[config.mk]
export PLATFORM = sky130hd
export DESIGN_NAME = ir_nec_ctrl_rx
export DESIGN_NICKNAME = d
export VERILOG_FILES = /design/src/rtl/ir_nec_ctrl_rx.sv
export SDC_FILE = /design/constraint.sdc
export NUM_CORES = 1
export LEC_CHECK = 0
export ABC_AREA = 1
export CAP_MARGIN = 20
export CORE_MARGIN = 3
export CORE_UTILIZATION = 40
export DETAILED_ROUTE_END_ITERATION = 8
export PLACE_DENSITY = 0.57
export SLEW_MARGIN = 20
export SYNTH_ARGS = -nofsm -noshare
export SYNTH_HDL_FRONTEND = slang
export SYNTH_SLANG_ARGS = --single-unit
[constraint.sdc]
create_clock -name clk -period 5 [get_ports clk]
set_clock_uncertainty 0.15 [all_clocks]
set_input_delay 1.25 -clock clk [delete_from_list [all_inputs] [get_ports clk]]
set_output_delay 1.25 -clock clk [all_outputs]
set_load 0.01 [all_outputs]
[src/rtl/ir_nec_ctrl_rx.sv]
// NEC IR frame decoder: measures burst/space widths in microseconds, assembles
// 32-bit frames and maps recognised commands onto a held 3-bit motion code.
module ir_nec_ctrl_rx #(
  parameter int         CLKS_PER_US = 50,
  parameter int         HOLD_MS     = 120,
  parameter bit         CHECK_ADDR  = 1'b1,
  parameter logic [7:0] KEY_LEFT    = 8'h08,
  parameter logic [7:0] KEY_RIGHT   = 8'h5A,
  parameter logic [7:0] KEY_FWD     = 8'h18,
  parameter logic [7:0] KEY_FAST    = 8'h1C,
  parameter logic [7:0] KEY_STOP    = 8'h52
) (
  input  logic       clk,
  input  logic       rst,
  input  logic       ir_in,
  output logic [2:0] state_control,
  output logic [7:0] addr,
  output logic [7:0] cmd,
  output logic       cmd_valid,
  output logic       repeat_pulse,
  output logic       err
);

  typedef enum logic [2:0] {
    S_IDLE, S_LEAD_LOW, S_LEAD_HIGH, S_BIT_LOW, S_BIT_HIGH, S_END_BURST, S_REP_BURST
  } state_t;

  state_t      state_reg, state_next;
  logic        sync1_reg, sync2_reg, prev_reg, fall_reg, rise_reg;
  logic [15:0] pre_cnt_reg, dur_us_reg;
  logic        tick;
  logic [4:0]  bit_cnt_reg;
  logic [31:0] data_reg;
  logic [15:0] hold_ms_reg;
  logic [9:0]  hold_us_reg;
  logic        hold_active_reg;

  logic        ev_err, ev_end, ev_rep, ev_bit, bit_val;
  logic        frame_ok, rep_ok, err_next, key_hit;
  logic [2:0]  key_code;
  logic [7:0]  addr_f, addr_n_f, cmd_f, cmd_n_f;

  function automatic logic in_win(input logic [15:0] d, input logic [15:0] lo,
                                  input logic [15:0] hi);
    return (d >= lo) && (d <= hi);
  endfunction

  // Longest legal duration in each state; exceeding it aborts without an edge.
  function automatic logic [15:0] state_max(input state_t s);
    case (s)
      S_LEAD_LOW:  return 16'd10000;
      S_LEAD_HIGH: return 16'd5000;
      S_BIT_HIGH:  return 16'd1900;
      S_BIT_LOW, S_END_BURST, S_REP_BURST: return 16'd700;
      default:     return 16'hFFFF;
    endcase
  endfunction

  // ir_in idles high, so the synchroniser resets to 1 to avoid a false fall.
  always_ff @(posedge clk or posedge rst) begin
    if (rst) begin
      sync1_reg <= 1'b1;
      sync2_reg <= 1'b1;
      prev_reg  <= 1'b1;
      fall_reg  <= 1'b0;
      rise_reg  <= 1'b0;
    end else begin
      sync1_reg <= ir_in;
      sync2_reg <= sync1_reg;
      prev_reg  <= sync2_reg;
      fall_reg  <= prev_reg & ~sync2_reg;
      rise_reg  <= ~prev_reg & sync2_reg;
    end
  end

  assign tick = (pre_cnt_reg == 16'(CLKS_PER_US - 1));

  always_ff @(posedge clk or posedge rst) begin
    if (rst) begin
      pre_cnt_reg <= '0;
      dur_us_reg  <= '0;
    end else begin
      pre_cnt_reg <= tick ? 16'd0 : pre_cnt_reg + 16'd1;
      if (fall_reg || rise_reg)
        dur_us_reg <= '0;
      else if (tick && dur_us_reg != 16'hFFFF)
        dur_us_reg <= dur_us_reg + 16'd1;
    end
  end

  always_ff @(posedge clk or posedge rst) begin
    if (rst) state_reg <= S_IDLE;
    else     state_reg <= state_next;
  end

  always_comb begin
    state_next = state_reg;
    ev_err     = 1'b0;
    ev_end     = 1'b0;
    ev_rep     = 1'b0;
    ev_bit     = 1'b0;
    bit_val    = 1'b0;
    if (state_reg != S_IDLE && dur_us_reg > state_max(state_reg)) begin
      ev_err     = 1'b1;
      state_next = S_IDLE;
    end else begin
      case (state_reg)
        S_IDLE: if (fall_reg) state_next = S_LEAD_LOW;
        S_LEAD_LOW: if (rise_reg) begin
          if (in_win(dur_us_reg, 16'd8000, 16'd10000)) state_next = S_LEAD_HIGH;
          else begin ev_err = 1'b1; state_next = S_IDLE; end
        end
        S_LEAD_HIGH: if (fall_reg) begin
          if (in_win(dur_us_reg, 16'd4000, 16'd5000))      state_next = S_BIT_LOW;
          else if (in_win(dur_us_reg, 16'd2000, 16'd2500)) state_next = S_REP_BURST;
          else begin ev_err = 1'b1; state_next = S_IDLE; end
        end
        S_BIT_LOW: if (rise_reg) begin
          if (in_win(dur_us_reg, 16'd400, 16'd700)) state_next = S_BIT_HIGH;
          else begin ev_err = 1'b1; state_next = S_IDLE; end
        end
        S_BIT_HIGH: if (fall_reg) begin
          if (in_win(dur_us_reg, 16'd400, 16'd700)) ev_bit = 1'b1;
          else if (in_win(dur_us_reg, 16'd1400, 16'd1900)) begin
            ev_bit  = 1'b1;
            bit_val = 1'b1;
          end else begin
            ev_err     = 1'b1;
            state_next = S_IDLE;
          end
          if (ev_bit) state_next = (bit_cnt_reg == 5'd31) ? S_END_BURST : S_BIT_LOW;
        end
        S_END_BURST: if (rise_reg) begin
          ev_end     = in_win(dur_us_reg, 16'd400, 16'd700);
          ev_err     = ~ev_end;
          state_next = S_IDLE;
        end
        S_REP_BURST: if (rise_reg) begin
          ev_rep     = in_win(dur_us_reg, 16'd400, 16'd700);
          ev_err     = ~ev_rep;
          state_next = S_IDLE;
        end
        default: state_next = S_IDLE;
      endcase
    end
  end

  assign addr_f   = data_reg[7:0];
  assign addr_n_f = data_reg[15:8];
  assign cmd_f    = data_reg[23:16];
  assign cmd_n_f  = data_reg[31:24];

  always_comb begin
    frame_ok = ev_end && ((cmd_f ^ cmd_n_f) == 8'hFF)
               && (!CHECK_ADDR || ((addr_f ^ addr_n_f) == 8'hFF));
    rep_ok   = ev_rep && hold_active_reg;
    err_next = ev_err || (ev_end && !frame_ok);
    key_hit  = 1'b1;
    key_code = 3'b000;
    if      (cmd_f == KEY_LEFT)  key_code = 3'b001;
    else if (cmd_f == KEY_RIGHT) key_code = 3'b010;
    else if (cmd_f == KEY_FWD)   key_code = 3'b011;
    else if (cmd_f == KEY_FAST)  key_code = 3'b101;
    else if (cmd_f == KEY_STOP)  key_code = 3'b000;
    else                         key_hit  = 1'b0;
  end

  always_ff @(posedge clk or posedge rst) begin
    if (rst) begin
      bit_cnt_reg  <= '0;
      data_reg     <= '0;
      addr         <= '0;
      cmd          <= '0;
      cmd_valid    <= 1'b0;
      repeat_pulse <= 1'b0;
      err          <= 1'b0;
    end else begin
      if (state_reg == S_LEAD_HIGH && state_next == S_BIT_LOW) bit_cnt_reg <= '0;
      else if (ev_bit) bit_cnt_reg <= bit_cnt_reg + 5'd1;
      if (ev_bit) data_reg[bit_cnt_reg] <= bit_val;
      cmd_valid    <= frame_ok;
      repeat_pulse <= rep_ok;
      err          <= err_next;
      if (frame_ok) begin
        addr <= addr_f;
        cmd  <= cmd_f;
      end
    end
  end

  // A restart (mapped frame or accepted repeat) takes priority over expiry.
  always_ff @(posedge clk or posedge rst) begin
    if (rst) begin
      state_control   <= 3'b000;
      hold_active_reg <= 1'b0;
      hold_ms_reg     <= '0;
      hold_us_reg     <= '0;
    end else if ((frame_ok && key_hit) || rep_ok) begin
      if (frame_ok) state_control <= key_code;
      hold_active_reg <= 1'b1;
      hold_ms_reg     <= 16'(HOLD_MS);
      hold_us_reg     <= '0;
    end else if (hold_active_reg && tick) begin
      if (hold_us_reg == 10'd999) begin
        hold_us_reg <= '0;
        if (hold_ms_reg <= 16'd1) begin
          hold_active_reg <= 1'b0;
          state_control   <= 3'b000;
          hold_ms_reg     <= '0;
        end else begin
          hold_ms_reg <= hold_ms_reg - 16'd1;
        end
      end else begin
        hold_us_reg <= hold_us_reg + 10'd1;
      end
    end
  end

endmodule

# --- Word-level counts from Yosys, hierarchy flattened ---
# Index checks and enable logic that the tools add are counted.
totals:
  regBits: 126
  word_cells: 175
  input_bits: 3
  out_inout_bits: 22
classes:
  eq_ne: 19
  magnitude_cmp: 14
  n_mux: 80
  add_sub_neg: 5
  n_reduce_logical: 31
  n_bitwise: 7
op_table:
  columns: ["cell", "n"]
  rows:
  - ["2-to-1 mux 16 bit", 7]
  - ["2-to-1 mux 3 bit", 23]
  - ["case mux 16 bit (4 select lines)", 1]
  - ["2-to-1 mux 1 bit", 39]
  - ["adder 16 x 1 -> 16 bit (second input constant)", 2]
  - ["bitwise mux 32 bit", 1]
  - [">= comparator 16 x 11 -> 1 bit (second input constant)", 2]
  - ["2-to-1 mux 10 bit", 3]
  - ["case mux 3 bit (6 select lines)", 1]
  - ["equality test 16 x 6 -> 1 bit (second input constant)", 1]
  - ["equality test 8 x 5 -> 1 bit (second input constant)", 2]
  - ["equality test 8 x 7 -> 1 bit (second input constant)", 2]
  - ["equality test 8 bit (second input constant)", 2]
  - [">= comparator 16 x 12 -> 1 bit (second input constant)", 1]
  - [">= comparator 16 x 13 -> 1 bit (second input constant)", 1]
  - [">= comparator 16 x 9 -> 1 bit (second input constant)", 1]
  - ["> comparator 16 bit", 1]
  - ["less-or-equal comparator 16 x 1 -> 1 bit (second input constant)", 1]
  - ["less-or-equal comparator 16 x 10 -> 1 bit (second input constant)", 1]
  - ["less-or-equal comparator 16 x 11 -> 1 bit (second input constant)", 1]
  - ["less-or-equal comparator 16 x 12 -> 1 bit (second input constant)", 1]
  - ["less-or-equal comparator 16 x 13 -> 1 bit (second input constant)", 1]
  - ["less-or-equal comparator 16 x 14 -> 1 bit (second input constant)", 1]
  - ["inequality test 16 bit (second input constant)", 1]
  - ["other kinds (30)", 59]

# --- Logic depth before layout (Yosys ltp) ---
# Gate-level depths: netlist (run 1).
logic_depth:
  word_depth: 14
  ltp_mapped: 23
  ltp_nobuf: 23

# --- Least setup slack after synthesis (run 1) ---
# OpenSTA, ideal clock, no wires.
synth_timing:
  kind: "flip-flop to flip-flop"
  startpoint: "reg state_reg[0]"
  endpoint: "reg data_reg[19]"
  path_buffers: 2
  setup_ns: 0.119
  period_less_slack_ns: 2.802
  t_required_ns: 4.731
  arrival_time_ns: 2.533
  slack_ns: 2.198
  stages_incl_launch_ff: 21
  path_cell_list: "dfrtp_1 -> inv_1 -> nand3_1 -> nand2_1 -> nor2_4 -> nand3_4 -> inv_1 -> nor2_1 -> ha_1 -> nand2_1 -> inv_1 -> nand3_1 -> o211ai_1 -> nand3_1 -> nand2_1 -> nand2_4 -> buf_4 -> nand2_2 -> buf_2 -> nand2_1 -> o21a_1"
synth_via:
  elab_chain_cells: 7
  word_cells_on_any_way: 16
  classes_between: "1 x order compare; 6 x eq/ne; 6 x mux; 3 x reduce/logical"
synth_rtl:
  columns: ["element", "line_no", "rtl"]
  rows:
  - ["from (decl)", "28", "state_t state_reg, state_next;"]
  - ["from (signal assigned)", "93", "else state_reg <= state_next;"]
  - ["equality test 3 bit or equality test 3 x 2 -> 1 bit (tied branches)", "50", "case (s)"]
  - ["OR reduction 3 bit", "50", null]
  - ["case mux 16 bit (4 select lines)", "50", null]
  - ["> comparator 16 bit", "103", "if (state_reg != S_IDLE && dur_us_reg > state_max(state_reg)) begin"]
  - ["logical AND 1 bit", "103", null]
  - ["2-to-1 mux 1 bit", "103", null]
  - ["bitwise mux 32 bit", "180", "if (ev_bit) data_reg[bit_cnt_reg] <= bit_val;"]
  - ["to (signal, indexed assignment)", "180", null]
  - ["to (decl)", "33", "logic [31:0] data_reg;"]
# Parallel ways exist; a longest one is shown, timed or not.
# A chain may end at the register's enable or synchronous reset.

# --- Final worst setup path (run 1) ---
layout_timing:
  startpoint: "reg state_reg[2]"
  endpoint: "reg addr[1]"
layout_via:
  elab_chain_cells: 8
  word_cells_on_any_way: 15
  classes_between: "1 x order compare; 6 x eq/ne; 3 x mux; 5 x reduce/logical"
layout_rtl:
  columns: ["element", "line_no", "rtl"]
  rows:
  - ["equality test 3 bit, or another cell as far along", "50", null]
  - ["OR reduction 3 bit", "50", null]
  - ["case mux 16 bit (4 select lines)", "50", null]
  - ["> comparator 16 bit", "103", null]
  - ["logical AND 1 bit", "103", null]
  - ["2-to-1 mux 1 bit (*)", "103", null]
  - ["logical AND 1 bit (*)", "154", "frame_ok = ev_end && ((cmd_f ^ cmd_n_f) == 8'hFF)"]
  - ["logical AND 1 bit (*)", "155", "&& (!CHECK_ADDR || ((addr_f ^ addr_n_f) == 8'hFF));"]
  - ["to (signal assigned)", "185", "addr <= addr_f;"]
  - ["to (decl)", "17", "output logic [7:0] addr,"]
# Every way passes the cells marked *; elsewhere a longest branch is shown, timed or not.

==> results.cfg, run 1 <==
[synthesis]
synth.yosys.seq_area_share_pct = 41.5
synth_cells = 1015
ys.warnings.count = 0
async_reset_ff_share_pct = 100
syn_area_per_cell_um2 = 7.49
synth_edf_count = 0
synth_ff_type = dfrtp_1
synth_top_area_cell = dfrtp_1
synth_top_area_share_pct = 40.5
ys_seq_elements = 126
synth_area_leaders = dfrtp_1, nand2_1, inv_1
synth_area_um2 = 7610
synth_cell_types = 52
postSynthNetCount = 1044

[critical_path]
worst_setup_path_end_kind = register
worst-setup-path-type = register to register
startpoint_type = register
critPathRequiredTime_ps = 5160
cp_max_fo = 23
arrival_ps = 3590

[final_layout]
syn2layout_area_growth_pct = 13.7
regArea_um2 = 3160
multi_input_area_um2 = 3750
final_area_um2 = 8650
fill_cells = 1854
final_nets = 1073
drive_above_1_share_pct = 6.91
n_antenna_cell = 0
largest_register_ffs = 32

[timing]
post-route-min-period_ps = 3430
hold_viol = 0
setup_ws_ps = 1570
grt_setup_unrepaired = false
max_freq_ghz = 0.292
fin_crit_sh_pct = 68.5
slew_headroom_pct = 46.7
tightestPinTransition_ps = 796
finalMaxSlewViolations = 0
tns_ps = 0
setup_viol = 0

[die]
rows = 49
start_util_pct = 41.5
die_area_um2 = 20700
fp.dieH_um = 144
io_pins = 25
die_x_um = 144
core_um2 = 18300

[clock_network]
clkLatencyLatePin_ps = 420
cts_tree = built
post_cts_buffers = 0
ctsResizeCount = 0
root_buffer = clkbuf_16
cts_buffer_depth = 2
numCtsBuffers = 17
clock-sinks = 126
h-tree-depth = 4
cts-hold-fix-buffers = 0
clkSlewWorstSetupHoldPaths_ps = 60

[drt]
ant_nets = 0
detailedRoute.firstPassIterationCount = 5
dr_total_vias = 6491
drc = 0
drt-initial-drc-count = 455
top_layer_used = met4
wl_per_cell_um = 13.5
vias_per_cell = 5.05
wl_met2_mm = 7.45
wl_met3_um = 692
wl_met1_mm = 9.00
wl_mm = 17.3

[global_route]
antenna_found_initial = 0
overflow = 0
grt_use_total_pct = 17.6
grt_pass1_vias = 6043
grt_pass1_wl_mm = 29.4
grt_max_degree = 78

[outcome]
outcome = completed

[placed_design]
dpl-instance-area_um2 = 8070
port_buffers = 24
globalplace.congestion = 0.852
place_ws_ps = 1570
hpwl_mm = 12.6

[power]
power.ir.vdd_worst_mv = 0.228
p_total_uw = 2400
p_per_area_nw_per_um2 = 277
p_leak_uw = 0.00425

[worst_hold_path]
min-delay-path-class = register to register

[flow_run]
drv_cap = 0
==> final timing paths <==
check,cells past startpoint,slack [ps],start,end
setup / recovery,19,1570,state_reg[2],addr[1]
hold / removal,0,210,sync1_reg,sync2_reg
setup reg to reg,19,1570,state_reg[2],addr[1]
hold reg to reg,0,210,sync1_reg,sync2_reg
max in group asynchronous,3,2660,rst,data_reg[17]
min in group asynchronous,2,1170,rst,pre_cnt_reg[10]
==> cell usage in the layout, fill, tap and decap left out, drive strengths merged, types with 3 or more instances in the layout <==
cell,instances
nand3b,4
xor2,9
xnor2,16
nor4,15
nand4,30
inv,160
nor3,30
o21a,33
nor2,148
o211ai,5
buf,3
or2,4
nand3,73
a21oi,39
clkbuf,23
clkdlybuf4s50,24
clkinv,5
o21ai,45
ha,26
nand2,210
dfrtp,123
clkinvlp,4
dfstp,3
==> worst max-delay path, cell delays in order (launching register included) <==
cell,delay (ps)
dfrtp_1,430
inv_2,70
nand3_1,200
nand2_1,150
inv_2,100
nand3_4,110
inv_1,130
nor2_1,60
ha_1,270
nand2_1,50
inv_1,60
nand3_1,80
o211ai_1,210
nand3_1,100
nand2_1,130
nand2_4,150
nand2_2,380
inv_1,300
nand2_1,120
nand2_1,50
==> where the power goes <==
group / internal [uW] / switching [uW]
Combinational: 47.8 / 104
Sequential: 1030 / 6.87
Clock: 748 / 466
Total: 1820 / 577
==> area by class of cell <==
| type | instances | area share (%) |
|---|---|---|
| multi-input cells | 711 | 43.3 |
| flip-flops and latches | 126 | 36.5 |
| inverters | 161 | 7.07 |
| clock buffers | 23 | 5.76 |
| well taps | 229 | 3.31 |
| repair buffers | 27 | 3.04 |
| clock inverters | 9 | 0.969 |
==> stage by stage <==
step | hold slack (ps) | std cells | utilization (%)
2_1_floorplan | 195 | 1015 | -
3_3_place_gp | 204 | 1254 | 44.0
3_5_place_dp | 199 | 1254 | 44.0
4_1_cts | 208 | 1286 | 47.2
5_1_grt | 208 | 1286 | 47.2
6_report | 207 | 1286 | 47.2
==> cells in the mapped netlist (all sizes together) (2+ instances only) <==
cell type and n:
nand3b 4, xor2 9, o21a 33, a21oi 39, buf 10, a21o 2, inv 160, nor2 148
dfstp 3, or2 4, a21boi 2, a221oi 2, nor3 30, and2 2, nor4 15, xnor2 16
nand3 73, nor3b 2, o211ai 5, nand4 30, o21ai 45, clkbuf 7, ha 26, a31oi 2
nand2 210, dfrtp 123
==> per-layer routing <==
layer	vias to the layer above	track usage (%)
li1	3367	-
met1	3006	26.2
met2	104	25.9
met3	14	4.13
met4	0	4.41
met5	-	0
==> kinds of logic (layout without fill, tap and decap cells) <==
group | after synthesis | after routing | share of synthesized area (%)
DFF | 126 | 126 | 41.5
AOI/OAI and AO/OA | 140 | 140 | 11.4
adders and majority gates | 26 | 26 | 4.28
buffers and inverters | 178 | 220 | 9.23
and+or+nand+nor | 520 | 520 | 30.7
xor gates and xnor gates | 25 | 25 | 2.88
Note: power is estimated with default switching activity, not from simulation.
==> inputs of run 2 (changes only) <==
Settings changed: PLACE_DENSITY 0.57 to 0.59.
Clock period 5 ns to 2.85 ns, I/O delays scaled along.
==> run 2 against run 1 <==
  * The flow now finishes with violations (setup timing)
  * Power rose by 93%
  * Non-clock buffer count increased by 73
  * Final cell count grew 5.8%
  * Combinational power increased to 2.6 times the previous value
  * Count of clock-buffer cells in the layout decreased by 2
  * Design area grew 14%
  * Hold slack worse by 1.3 ps
  * Sequential cell count did not move
  * Maximum frequency is 12% higher
  * Die area did not move
  * Sequential share of layout area down 4.4 points
  * Wire length grew 9.9%
  * Critical path type unchanged
  * Highest routed layer unchanged
==> results.cfg, run 2 (synthesized netlist as in run 1, its figures left out) <==
[power]
seqPwrFrac_pct = 39.2
p_per_area_nw_per_um2 = 471
swShare_pct = 22.6
power.ir.vdd_worst_mv = 0.434
internal-power_uw = 3590
combPwrFrac_pct = 8.5
p_clk_share_pct = 52.3
power_switching_uw = 1050
p_leak_uw = 0.00473

[clock_network]
clkLatencyLatePin_ps = 420
root_buffer = clkbuf_16
cts_buffer_depth = 2
clkSlewWorstSetupHoldPaths_ps = 60
clock-sinks = 126
numCtsBuffers = 17
h-tree-depth = 4
cts_tree = built

[placed_design]
dpl-instance-area_um2 = 8510
globalplace.congestion = 0.870
hpwl_mm = 13.2
port_buffers = 24

[timing]
setup_viol = 83
grt_setup_unrepaired = true
post-route-min-period_ps = 3070
setup_ws_ps = -220
max_freq_ghz = 0.326
finalMaxSlewViolations = 0
hold_viol = 0
fin_crit_sh_pct = 108
tightestPinTransition_ps = 559
slew_headroom_pct = 62.4

[final_layout]
final_nets = 1148
syn2layout_area_growth_pct = 29.5
n_antenna_cell = 0
multi_input_area_um2 = 4120
fill_cells = 1656
drive_above_1_share_pct = 19.5
final_area_um2 = 9850
final_util_pct = 53.8
final_common_cell = nand2_1
largest_register_ffs = 32
regArea_um2 = 3160
layout_common_cells = nand2_1, inv_1, dfrtp_1

[global_route]
grt_pass1_vias = 6732
grt_max_degree = 73
grt_use_total_pct = 18.6
overflow = 0
grt_pass1_wl_mm = 31.4
antenna_found_initial = 0

[critical_path]
critPathRequiredTime_ps = 3050
startpoint_type = register
cp_max_fo = 8
worst_setup_path_end_kind = register
cpMaxStageDelayCell = dfrtp_2
critPathMaxStageDelay_ps = 440
crit_path_cell_trace = buf_4 > nor2_2 > nand2_2 > nand3_4 > ha_1 > inv_1 > nor3_1 > a221oi_1 > nor2_1 > nor2_2 > nand2_2 > nand2_8 > nand3_4 > o211ai_4 > clkbuf_16 > a21oi_1 > nor2_1
arrival_ps = 3270
worst-setup-path-type = register to register

[die]
rows = 49
fp.dieH_um = 144
start_util_pct = 41.5
die_area_um2 = 20700
core_um2 = 18300
io_pins = 25
die_x_um = 144

[drt]
drc = 0
dr_total_vias = 6954
wl_per_cell_um = 14.0
detailedRoute.firstPassIterationCount = 7
wl_mm = 19.0
vias_per_cell = 5.11
ant_nets = 0
drt-initial-drc-count = 433

[worst_hold_path]
min-delay-path-class = register to register

[flow_run]
drv_cap = 0

[outcome]
outcome = finished, violations left
violations = setup timing
-- run 2: changes by cell type in the layout (fill, tap and decap cells not counted), moves of 6 or more --
cell	previous run	this run
a21oi_1	39	32
a21oi_2	0	7
buf_12	0	6
buf_4	3	59
buf_6	0	6
inv_1	152	144
nand2_1	199	188
nand2_8	0	10
nand3_1	70	63
nand3_2	1	8
nor2_1	142	109
nor2_2	4	30
nor2_4	2	9
-- run 2: per-stage QoR --
stage / instances / setup TNS [ps] / worst slack, ps / hold slack (ps) / power [uW]
2_1_floorplan: 1015 / 0 / 48.1 / 195 / 2050
3_3_place_gp: 1305 / -12080 / -228 / 201 / 2170
3_5_place_dp: 1305 / -18920 / -303 / 197 / 2170
4_1_cts: 1347 / -4180 / -102 / 209 / 4670
5_1_grt: 1360 / -26660 / -375 / 210 / 4830
6_report: 1360 / -13100 / -220 / 206 / 4640
-- run 2: worst paths after layout --
| kind | slack, ps | endpoint | startpoint | cells past startpoint |
|---|---|---|---|---|
| min in group asynchronous | 590 | pre_cnt_reg[8] | rst | 3 |
| min | 210 | sync2_reg | sync1_reg | 0 |
| max reg2reg | -220 | hold_ms_reg[2] | state_reg[0] | 17 |
| max | -220 | hold_ms_reg[2] | state_reg[0] | 17 |
| max in group asynchronous | 1580 | prev_reg | rst | 3 |
| min reg2reg | 210 | sync2_reg | sync1_reg | 0 |
-- run 2: critical path, delay by kind of cell (launching register included) --
family	cells	cell delay (ps)
AOI/OAI and AO/OA	3	530
and+or+nand+nor	10	1150
DFF	1	440
adders and majority gates	1	260
buffers and inverters	3	450
-- run 2: cell type report --
class / instances / share of cell area (%)
clock buffer: 21 / 4.77
timing repair inverter: 1 / 0.0762
sequential: 126 / 32.1
inverter: 161 / 6.49
tap: 229 / 2.91
multi-input combinational: 712 / 41.8
clock inverter: 10 / 1.87
timing repair buffer: 100 / 10.0
-- run 2: what timing repair did --
action | CTS | global route
gates resized for setup | 68 | 54
endpoints found under the setup margin | 85 | 89
hold buffers | 0 | 0
gates cloned | 1 | 6
buffers inserted | 10 | 7
pin swaps | 9 | 9
-- run 2: per-layer routing --
| layer | vias up | track usage, % | wire (um) |
|---|---|---|---|
| met5 | - | 0 | 0 |
| li1 | 3536 | - | - |
| met3 | 23 | 4.33 | 966 |
| met4 | 0 | 4.91 | 263 |
| met2 | 179 | 28.7 | 8440 |
| met1 | 3216 | 26.5 | 9340 |
-- run 2: power groups by stage --
stage	Clock, uW	Sequential (uW)	Combinational, uW
2_1_floorplan	0	1840	203
3_3_place_gp	0	1850	325
3_5_place_dp	0	1850	325
4_1_cts	2470	1820	376
5_1_grt	2560	1820	449
6_report	2430	1820	393
==> inputs of run 3 (changes only) <==
Settings changed: ABC_AREA 1 to unset, PLACE_DENSITY 0.59 to 0.57.
Clock period 2.85 ns to 3.6 ns, I/O delays scaled along.
==> run 3 against run 2 <==
  * The flow now finishes without violations
  * Via count shrank 17%
  * Sequential power decreased by 20%
  * Critical path depth down 2
  * Design area fell by 11%
  * Sequential share of layout area is 3.8 points higher
  * Non-clock buffer count decreased by 21
  * First-iteration DRC count shrank 14%
  * Critical path type unchanged
  * Register-to-register slack gained 290 ps
  * Clock power decreased by 28%
  * Maximum frequency down 13%
  * Utilization fell by 3.3 points
==> results.cfg, run 3 <==
[clock_network]
numCtsBuffers = 17
cts_buffer_depth = 2
h-tree-depth = 4
clkLatencyLatePin_ps = 420
root_buffer = clkbuf_16
clkSlewWorstSetupHoldPaths_ps = 60
cts-hold-fix-buffers = 0
cts_tree = built
clock-sinks = 126

[worst_hold_path]
min-delay-path-class = register to register

[final_layout]
drive_above_1_share_pct = 19.5
layout_common_cells = dfrtp_1, nand2_1, nor2_1
final_util_pct = 50.4
n_antenna_cell = 0
final_common_cell = dfrtp_1
largest_register_ffs = 32
final_area_um2 = 8820
final_nets = 853
syn2layout_area_growth_pct = 22.5

[critical_path]
critPathRequiredTime_ps = 3750
cp.buffers_inverters = 4
cp_max_fo = 5
cpMaxStageDelayCell = or4b_4
worst-setup-path-type = register to register
critPathMaxStageDelay_ps = 500
worst_setup_path_end_kind = register
startpoint_type = register
arrival_ps = 3690
critPathTopFamily = simple AND/OR/NAND/NOR gates
crit_path_cell_trace = buf_4 > and3_4 > buf_6 > nor2_2 > ha_1 > a21o_1 > a21oi_2 > nor3_2 > or4b_4 > a2111oi_4 > buf_4 > and2_4 > buf_6 > nand2_2 > mux2_4

[synthesis]
ys.warnings.count = 0
synth_top_area_share_pct = 42.8
synth.yosys.seq_area_share_pct = 43.8
synth.most_common_cell = dfrtp_1
synth_cell_types = 67
synth_top_area_cell = dfrtp_1
async_reset_ff_share_pct = 100
postSynthNetCount = 794
ys_seq_elements = 126
synth_edf_count = 0
synth_area_um2 = 7200
synth_ff_type = dfrtp_1
synth_cells = 765
synth_common_cells = dfrtp_1, nand2_1, nor2_1, xor2_1, ha_1
synth_area_leaders = dfrtp_1, nand2_1, xor2_1
syn_area_per_cell_um2 = 9.41

[timing]
tightestPinTransition_ps = 819
max_freq_ghz = 0.283
fin_crit_sh_pct = 98.1
setup_viol = 0
hold_viol = 0
slew_headroom_pct = 45.3
finalMaxSlewViolations = 0
post-route-min-period_ps = 3530
grt_setup_unrepaired = true

[placed_design]
hpwl_mm = 12.3
globalplace.congestion = 0.882
port_buffers = 24
dpl-instance-area_um2 = 7990

[die]
fp.dieH_um = 140
io_pins = 25
rows = 48
die_area_um2 = 19600
die_x_um = 140
core_um2 = 17500
start_util_pct = 41.2

[drt]
wl_mm = 17.1
vias_per_cell = 5.44
detailedRoute.firstPassIterationCount = 5
dr_total_vias = 5781
drc = 0
wl_per_cell_um = 16.1
drt-initial-drc-count = 371
ant_nets = 0

[global_route]
antenna_found_initial = 0
grt_use_total_pct = 18.2
overflow = 0
grt_pass1_wl_mm = 29.5
grt_pass1_vias = 5987
grt_max_degree = 71

[outcome]
outcome = completed

[power]
p_total_uw = 3810
p_per_area_nw_per_um2 = 433
power.ir.vdd_worst_mv = 0.427
p_leak_uw = 0.00411

[flow_run]
drv_cap = 0
==> run 3: cell count changes after synthesis, moves of 11 or more <==
cell / before / now
and3_1: 1 / 12
clkbuf_1: 6 / 22
o21a_1: 33 / 1
nor2_1: 142 / 92
nand2_1: 199 / 122
inv_1: 153 / 15
mux2_4: 0 / 23
xor2_1: 9 / 40
nand2b_1: 0 / 13
nand3_1: 70 / 17
a21oi_1: 39 / 17
o21ai_0: 30 / 8
==> run 3: area by class of cell <==
cell class | count | area [um^2]
fill | 1583 | 8660
multi-input combinational | 584 | 4000
sequential | 126 | 3160
timing repair buffer | 79 | 709
clock buffer | 22 | 464
tap | 225 | 282
clock inverter | 10 | 136
inverter | 16 | 63.8
==> run 3: worst reg2reg max path: stages, from the launching register on <==
cell and delay [ps]:
dfrtp_1 420, buf_4 150, and3_4 160, buf_6 130
nor2_2 100, ha_1 260, a21o_1 210, a21oi_2 150
nor3_2 60, or4b_4 500, a2111oi_4 290, buf_4 190
and2_4 160, buf_6 120, nand2_2 60, mux2_4 320
==> run 3: cell families after synthesis <==
group,Yosys count,synth area share [%]
mux,36,6.76
flops,126,43.8
fa+ha+maj,26,4.52
compound gates,87,8.60
buf+inv,55,3.34
xor+xnor,62,7.54
simple gates,373,25.4
==> run 3: metal layers <==
layer  global-route usage, %  up-vias  share of wire [%]
li1                        -     2791                  -
met1                    25.5     2842                 48
met2                    27.7      116                 46
met3                    4.44       32                4.4
met4                    6.12        0                1.9
met5                       0        -                  0
==> run 3: what timing repair did <==
item	4_1_cts	5_1_grt
endpoints found under the setup margin	39	51
gates cloned	0	0
gates resized for setup	16	30
pin swaps	5	7
buffers inserted	3	5
==> run 3: final timing paths <==
path,from,end,slack [ps],cells past startpoint
max,state_reg[0],data_reg[19],70,15
min,sync1_reg,sync2_reg,210,0
max reg2reg,state_reg[0],data_reg[19],70,15
min reg2reg,sync1_reg,sync2_reg,210,0
max in group asynchronous,rst,sync1_reg,2060,3
min in group asynchronous,rst,data_reg[24],600,2
==> run 3: per-stage QoR <==
stage          setup WS [ps]  hold slack [ps]  setup TNS [ps]  instances
2_1_floorplan          -17.9              195            -238        765
6_report                67.3              205               0       1062
4_1_cts               -0.562              207          -0.562       1057
3_3_place_gp           -20.5              199            -109       1023
3_5_place_dp            -139              199           -3130       1023
5_1_grt                -61.7              208            -983       1062
==> run 3: report_power, final <==
part	switching, uW	internal, uW	leakage [uW]
registers	16.5	1440	0.00173
logic	339	262	0.00209
clock network	638	1120	0.000287
total	993	2820	0.00411
